<file path="src/rtl/alu_core.sv">
// Registered ALU for the execute stage: AND/OR/ADD/SUB with zero, negative,
// carry and overflow flags, one cycle of latency, valid strobe alongside.
module alu_core #(
  parameter int WIDTH = 8
) (
  input  logic             clk,
  input  logic             reset,
  input  logic             InValid,
  input  logic [WIDTH-1:0] SrcA,
  input  logic [WIDTH-1:0] SrcB,
  input  logic [1:0]       ALUControl,
  output logic [WIDTH-1:0] ALUResult,
  output logic             Zero,
  output logic             Negative,
  output logic             Carry,
  output logic             Overflow,
  output logic             OutValid
);

  localparam logic [1:0] OP_AND = 2'b00;
  localparam logic [1:0] OP_OR  = 2'b01;
  localparam logic [1:0] OP_ADD = 2'b10;
  localparam logic [1:0] OP_SUB = 2'b11;

  // SUB reuses the adder as A + ~B + 1, so carry-out doubles as not-borrow.
  function automatic logic [WIDTH:0] add_carry(input logic [WIDTH-1:0] a,
                                               input logic [WIDTH-1:0] b,
                                               input logic             cin);
    return {1'b0, a} + {1'b0, b} + {{WIDTH{1'b0}}, cin};
  endfunction

  // Signed overflow: operands (after B inversion) agree in sign, result does not.
  function automatic logic signed_ovf(input logic signed [WIDTH-1:0] a,
                                      input logic signed [WIDTH-1:0] b,
                                      input logic signed [WIDTH-1:0] r);
    return (a[WIDTH-1] == b[WIDTH-1]) && (r[WIDTH-1] != a[WIDTH-1]);
  endfunction

  logic                    w_is_sub_p0;
  logic        [WIDTH-1:0] w_b_p0;
  logic        [WIDTH:0]   w_sum_p0;
  logic signed [WIDTH-1:0] w_result_p0;
  logic                    w_carry_p0;
  logic                    w_ovf_p0;

  always_comb begin
    w_is_sub_p0 = (ALUControl == OP_SUB);
    w_b_p0      = w_is_sub_p0 ? ~SrcB : SrcB;
    w_sum_p0    = add_carry(SrcA, w_b_p0, w_is_sub_p0);
    w_result_p0 = '0;
    w_carry_p0  = 1'b0;
    w_ovf_p0    = 1'b0;
    case (ALUControl)
      OP_AND: w_result_p0 = SrcA & SrcB;
      OP_OR:  w_result_p0 = SrcA | SrcB;
      OP_ADD, OP_SUB: begin
        w_result_p0 = w_sum_p0[WIDTH-1:0];
        w_carry_p0  = w_sum_p0[WIDTH];
        w_ovf_p0    = signed_ovf(SrcA, w_b_p0, w_sum_p0[WIDTH-1:0]);
      end
      default: w_result_p0 = '0;
    endcase
  end

  // p0 -> p1: output register stage
  logic signed [WIDTH-1:0] r_result_p1;
  logic                    r_zero_p1;
  logic                    r_carry_p1;
  logic                    r_ovf_p1;
  logic                    r_vld_p1;

  always_ff @(posedge clk) begin
    if (reset) begin
      r_result_p1 <= '0;
      r_zero_p1   <= 1'b1;
      r_carry_p1  <= 1'b0;
      r_ovf_p1    <= 1'b0;
      r_vld_p1    <= 1'b0;
    end else begin
      r_vld_p1 <= InValid;
      if (InValid) begin
        r_result_p1 <= w_result_p0;
        r_zero_p1   <= (w_result_p0 == '0);
        r_carry_p1  <= w_carry_p0;
        r_ovf_p1    <= w_ovf_p0;
      end
    end
  end

  assign ALUResult = r_result_p1;
  assign Zero      = r_zero_p1;
  assign Negative  = r_result_p1[WIDTH-1];
  assign Carry     = r_carry_p1;
  assign Overflow  = r_ovf_p1;
  assign OutValid  = r_vld_p1;

endmodule

</file>
<file path="config.mk">
export PLATFORM = sky130hd
export DESIGN_NAME = alu_core
export DESIGN_NICKNAME = d
export VERILOG_FILES = /design/src/rtl/alu_core.sv
export SDC_FILE = /design/constraint.sdc
export NUM_CORES = 1
export LEC_CHECK = 0
export CAP_MARGIN = 10
export CORE_MARGIN = 8
export CORE_UTILIZATION = 33
export CTS_CLUSTER_SIZE = 10
export DETAILED_ROUTE_END_ITERATION = 12
export GPL_TIMING_DRIVEN = 1
export PLACE_DENSITY = 0.59
export SYNTH_ARGS = -nofsm -noshare
export SYNTH_HDL_FRONTEND = slang
export SYNTH_SLANG_ARGS = --single-unit
</file>
<file path="constraint.sdc">
create_clock -name clk -period 2.7 [get_ports clk]
set_input_delay 0.27 -clock clk [delete_from_list [all_inputs] [get_ports clk]]
set_output_delay 0.27 -clock clk [all_outputs]
set_load 0.1 [all_outputs]
</file>
Word level (Yosys, flattened, before mapping)
Index checks and enable logic that the tools add are counted.
{"block": "totals", "mem_bits_rw": 0, "mem_count": 0, "latch_bits": 0, "reg_bits": 12, "out_inout_bits": 13, "wordCells": 23, "romBits": 0}
{"block": "op_classes", "shifts": 0, "reduce_logical": 4, "order_cmp": 0, "n_mul": 0, "n_bitwise": 3, "eq_ne": 5, "mux": 4, "addsub": 2, "n_div": 0}
{"operator": "case mux 8 bit (3 select lines)", "count": 1}
{"operator": "adder 8 x 8 -> 9 bit", "count": 1}
{"operator": "adder 9 x 1 -> 9 bit", "count": 1}
{"operator": "AND 8 bit", "count": 1}
{"operator": "zero test 8 bit", "count": 1}
{"operator": "two-way mux 8 bit", "count": 1}
{"operator": "inverter 8 bit", "count": 1}
{"operator": "bitwise OR 8 bit", "count": 1}
{"operator": "equality test 2 bit (second input constant)", "count": 2}
{"operator": "equality test 2 x 1 -> 1 bit (second input constant)", "count": 1}
{"operator": "zero test 2 bit", "count": 1}
{"operator": "two-way mux 1 bit", "count": 2}
{"operator": "OR reduction 2 bit", "count": 1}
{"operator": "equality test 1 bit", "count": 1}
{"operator": "logical AND 1 bit", "count": 1}
{"operator": "inequality test 1 bit", "count": 1}

Longest topological paths before layout
{"block": "depth", "word_depth": 7, "depth_mapped": 11, "mapped_depth_nobuf": 9}

Worst setup path after synthesis
Ideal clock, no wire load.
{"block": "synth_timing", "kind": "input to register", "from": "input port ALUControl[1]", "to": "register r_result_p1[6] (netlist: ALUResult[6])", "path_buffers": 2, "t_required_ps": 2561, "path_slack_ps": 35, "arrival_time_ps": 2526, "setup_ps": 139, "cell_stages": 11, "path_cell_list": "buf_4 clkbuf_1 nand2_1 xnor2_1 fa_1 a21o_1 a211oi_1 o21bai_1 xor2_1 a21oi_1 a211oi_1"}
{"block": "synth_between", "elab_chain_len": 5}
{"item": "start, declared", "line_no": "11", "rtl": "input logic [1:0] ALUControl,"}
{"item": "equality test 2 bit", "line_no": "47, 53"}
{"item": "two-way mux 8 bit", "line_no": "48", "rtl": "w_b_p0 = w_is_sub_p0 ? ~SrcB : SrcB;"}
{"item": "adder 8 x 8 -> 9 bit", "line_no": "29", "rtl": "return {1'b0, a} + {1'b0, b} + {{WIDTH{1'b0}}, cin};"}
{"item": "adder 9 x 1 -> 9 bit", "line_no": "29"}
{"item": "case mux 8 bit (3 select lines) (*)", "line_no": "53", "rtl": "case (ALUControl)"}
{"item": "end signal, assigned", "line_no": "82", "rtl": "r_result_p1 <= w_result_p0;"}
{"item": "end, declared", "line_no": "66", "rtl": "logic signed [WIDTH-1:0] r_result_p1;"}
Mark *: on every way between the ends. The rest lies on a longest branch, timed or not.
A chain may end at the register's enable or synchronous reset.

Worst setup path in the final report
{"block": "layout_timing", "from": "input port ALUControl[0]", "to": "register r_ovf_p1 (netlist: Overflow)"}
{"block": "layout_between", "elab_chain_len": 7}
{"item": "equality test 2 bit", "line_no": "47, 53"}
{"item": "two-way mux 8 bit", "line_no": "48"}
{"item": "adder 8 x 8 -> 9 bit", "line_no": "29"}
{"item": "adder 9 x 1 -> 9 bit", "line_no": "29"}
{"item": "inequality test 1 bit", "line_no": "36", "rtl": "return (a[WIDTH-1] == b[WIDTH-1]) && (r[WIDTH-1] != a[WIDTH-1]);"}
{"item": "logical AND 1 bit", "line_no": "36"}
{"item": "two-way mux 1 bit (*)", "line_no": "53"}
{"item": "end signal, assigned", "line_no": "85", "rtl": "r_ovf_p1 <= w_ovf_p0;"}
{"item": "end, declared", "line_no": "69", "rtl": "logic r_ovf_p1;"}
Marks and branches as above.

==> impl_metrics.csv <==
group,metric,value,unit
clock_tree,cts_root_buffer,"clkbuf_4",
critical_path,path_class,"input pin to flop",
critical_path,r2r_cells,2,
power,p_int,389,uW
critical_path,timing.critical_path.from,"ALUControl[0]",
cells_and_area,num-fill-cells,323,
drt,drt_iter0_markers,58,
timing,worst_pin_slew,0.423,ns
clock_tree,clkSinkCount,12,
synthesis,synth_area,1070,um^2
clock_tree,post-cts-setup-buffers,0,
timing,whs,0.467,ns
drt,drtAntennaViolNets,0,
critical_path,r2r_start,"Zero",
timing,min_period,2.49,ns
critical_path,cp.arrival,2.68,ns
clock_tree,clkLatencyLatePin,0.27,ns
floorplanning,rows,20,
power,netSwitchingPower,312,uW
grt,met3_usage,4.53,%
timing,finalWorstSetupSlack,0.211,ns
synthesis,ys_seq_area_share,22.5,%
grt,grt_pass1_wl,4670,um
timing,clock.fmax,402,MHz
clock_tree,clk_pin_slew,0.07,ns
place,place_inst,212,
critical_path,reg2reg_to,"Zero",
hold_path,hold_start,"Overflow",
timing,fin_crit_sh,92.2,%
grt,grt_max_degree,20,
drt,wirelength,2860,um
grt,met2_usage,19.7,%
synthesis,ys.warnings.count,0,
critical_path,required,2.90,ns
place,numPortBuffers,33,
clock_tree,cts_inserted_buffers,3,
clock_tree,holdBufCountCts,0,
timing,max-slew-margin-rel,71.7,%
cells_and_area,area_growth,38.7,%
synthesis,synth_seq_cells,12,
place,place_hpwl,2360,um
grt,grt_pass1_vias,1112,
power,pwr-share-comb,56.3,%
cells_and_area,final_cells,215,
critical_path,slowest_delay,0.47,ns
critical_path,worstPathMaxFanout,5,
synthesis,synth_area_per_cell,8.14,um^2
drt,drc,0,
place,pre_cts_slack,-0.0871,ns
critical_path,cp_slowest_cell,"clkdlybuf4s50_1",
hold_path,worstHoldEndpoint,"Overflow",
drt,drtPass1Iterations,4,
run_status,status,"completed",
grt,grt_overflow_total,0,
synthesis,ys_types,35,
job,maxCapViolations,0,
critical_path,worstSetupStartpointType,"input pin",
floorplanning,core_area,3050,um^2
hold_path,hold_path_class,"flop to flop",
floorplanning,start_util,34.9,%
grt,gr-max-usage-layer,"met2",
drt,num_vias,1084,
place,gp_congestion,0.881,
clock_tree,cts_resized,0,
critical_path,cp-end-kind,"flop",
cells_and_area,drive_gt1_share,17.0,%
clock_tree,cts_tree,"built",
drt,vias_per_cell,5.04,
timing,fin_skew,0,ns
power,power,701,uW
critical_path,critPathMostFrequentCell,"a21oi_1",
floorplanning,die_h,72.8,um
timing,setup_viol,0,
grt,antenna_found_initial,0,
grt,use_met1,11.0,%
synthesis,synthArstFlopShare,0,%
cells_and_area,fin_nets,206,
floorplanning,io_pins,34,
clock_tree,clk_path_buf_depth,2,
synthesis,synth_top_flop_cell,"dfxtp_1",
floorplanning,die_w,72.8,um
synthesis,synth_fp_nets,164,
power,power_frac_clock,15.2,%
hold_path,holdPathStages,2,
critical_path,reg2reg_setup_slack,1.93,ns
timing,final_max_slew_viol_count,0,
timing,rsz0062_at_grt,"no",
power,power-per-cell-area,474,nW/um^2
power,pwr-share-seq,28.5,%
synthesis,synth_edf_count,0,
power,ir_drop,0.000189,V
grt,grt_usage,10.9,%
critical_path,worstPathCellList,"clkdlybuf4s50_1, nand2_1, xnor2_1, ha_1, a21oi_1, o211ai_4, a21oi_2, xor2_1, or4_1, a21oi_1",
power,leakage,0.643,nW
synthesis,synthCells,131,
clock_tree,htreeDepth,1,
power,switching_share,44.5,%
drt,post_drt_wl_per_cell,13.3,um
floorplanning,die_area,5300,um^2
cells_and_area,diodes,0,
timing,hold_viol_final,0,
metrics by stage:
step                util (%)  setup TNS [ns]  instance area (um^2)
CTS                     48.4               0                  1480
global placement        47.7               0                  1460
global route            48.4               0                  1480
finish                  48.4               0                  1480
detailed placement      47.7          -0.241                  1460
floorplan                  -               0                  1070
area by class of cell:
cell class / count / area [um^2] / area share, %
timing repair buffer: 43 / 373 / 25.2
multi-input combinational: 108 / 769 / 52.0
sequential: 12 / 240 / 16.2
clock buffer: 3 / 22.5 / 1.52
tap: 44 / 55.1 / 3.72
inverter: 5 / 18.8 / 1.27
sequential cells by signal (all words and copies together) (netlist names):
name       cells
Overflow       1
OutValid       1
Carry          1
ALUResult      8
Zero           1
layout by cell type (no fill, tap or decap), types with 2 or more instances in the layout:
master,count
a211oi_1,7
a21o_1,2
a21oi_1,16
buf_4,23
clkbuf_4,3
clkdlybuf4s50_1,20
dfxtp_1,12
ha_1,11
inv_1,5
mux2i_1,2
nand2_1,10
nor2_1,17
nor3_1,4
o21ai_0,6
xnor2_1,9
xor2_1,5
cells in the mapped netlist (all sizes together) (2+ instances only):
cell,n,area share [%]
nand2,10,3.5
dfxtp,12,23
clkbuf,3,1.1
xor2,5,4.1
mux2i,2,1.9
nor2,17,6.0
a21o,2,1.4
xnor2,9,7.4
o21ai,6,2.8
a21oi,17,8.3
nor3,4,1.9
ha,11,13
a211oi,7,4.9
buf,3,2.5
inv,5,1.8
nand4,2,2.6
power groups by stage:
stage | clock, mW | combinational [mW] | sequential, mW
6_report | 0.106 | 0.395 | 0.200
5_1_grt | 0.118 | 0.426 | 0.201
4_1_cts | 0.112 | 0.398 | 0.200
3_5_place_dp | 0 | 0.396 | 0.204
3_3_place_gp | 0 | 0.392 | 0.203
2_1_floorplan | 0 | 0.174 | 0.308
worst max-delay path: cells and delay by family:
kind                       cells  cell delay (ns)
AOI/OAI and AO/OA              4             0.76
xor gates and xnor gates       2             0.32
adders and majority gates      1             0.29
buffers and inverters          1             0.47
and+or+nand+nor                2             0.56
cell families after synthesis:
logic type               synth area share, %
multiplexers                            1.88
buffers and inverters                   5.28
adder cells (fa/ha/maj)                 15.7
XOR/XNOR                                11.5
AND/OR/NAND/NOR                         17.4
flip-flops                              22.5
AO/OA/AOI/OAI                           25.7
worst max path at each step:
stage | slack (ns) | to
final | 0.21 | Overflow
after global placement | 0.04 | Overflow
after CTS | 0.20 | Overflow
after floorplan | 0.03 | ALUResult[6]
after global routing | 0.06 | ALUResult[5]
after detailed placement | -0.09 | Overflow
layer usage:
| layer | routed length, um | vias up |
|---|---|---|
| met5 | 0 | - |
| met4 | 57 | 0 |
| met3 | 201 | 6 |
| met2 | 1380 | 31 |
| met1 | 1220 | 497 |
| li1 | - | 550 |
No activity file was read; power rests on OpenSTA's default activity.
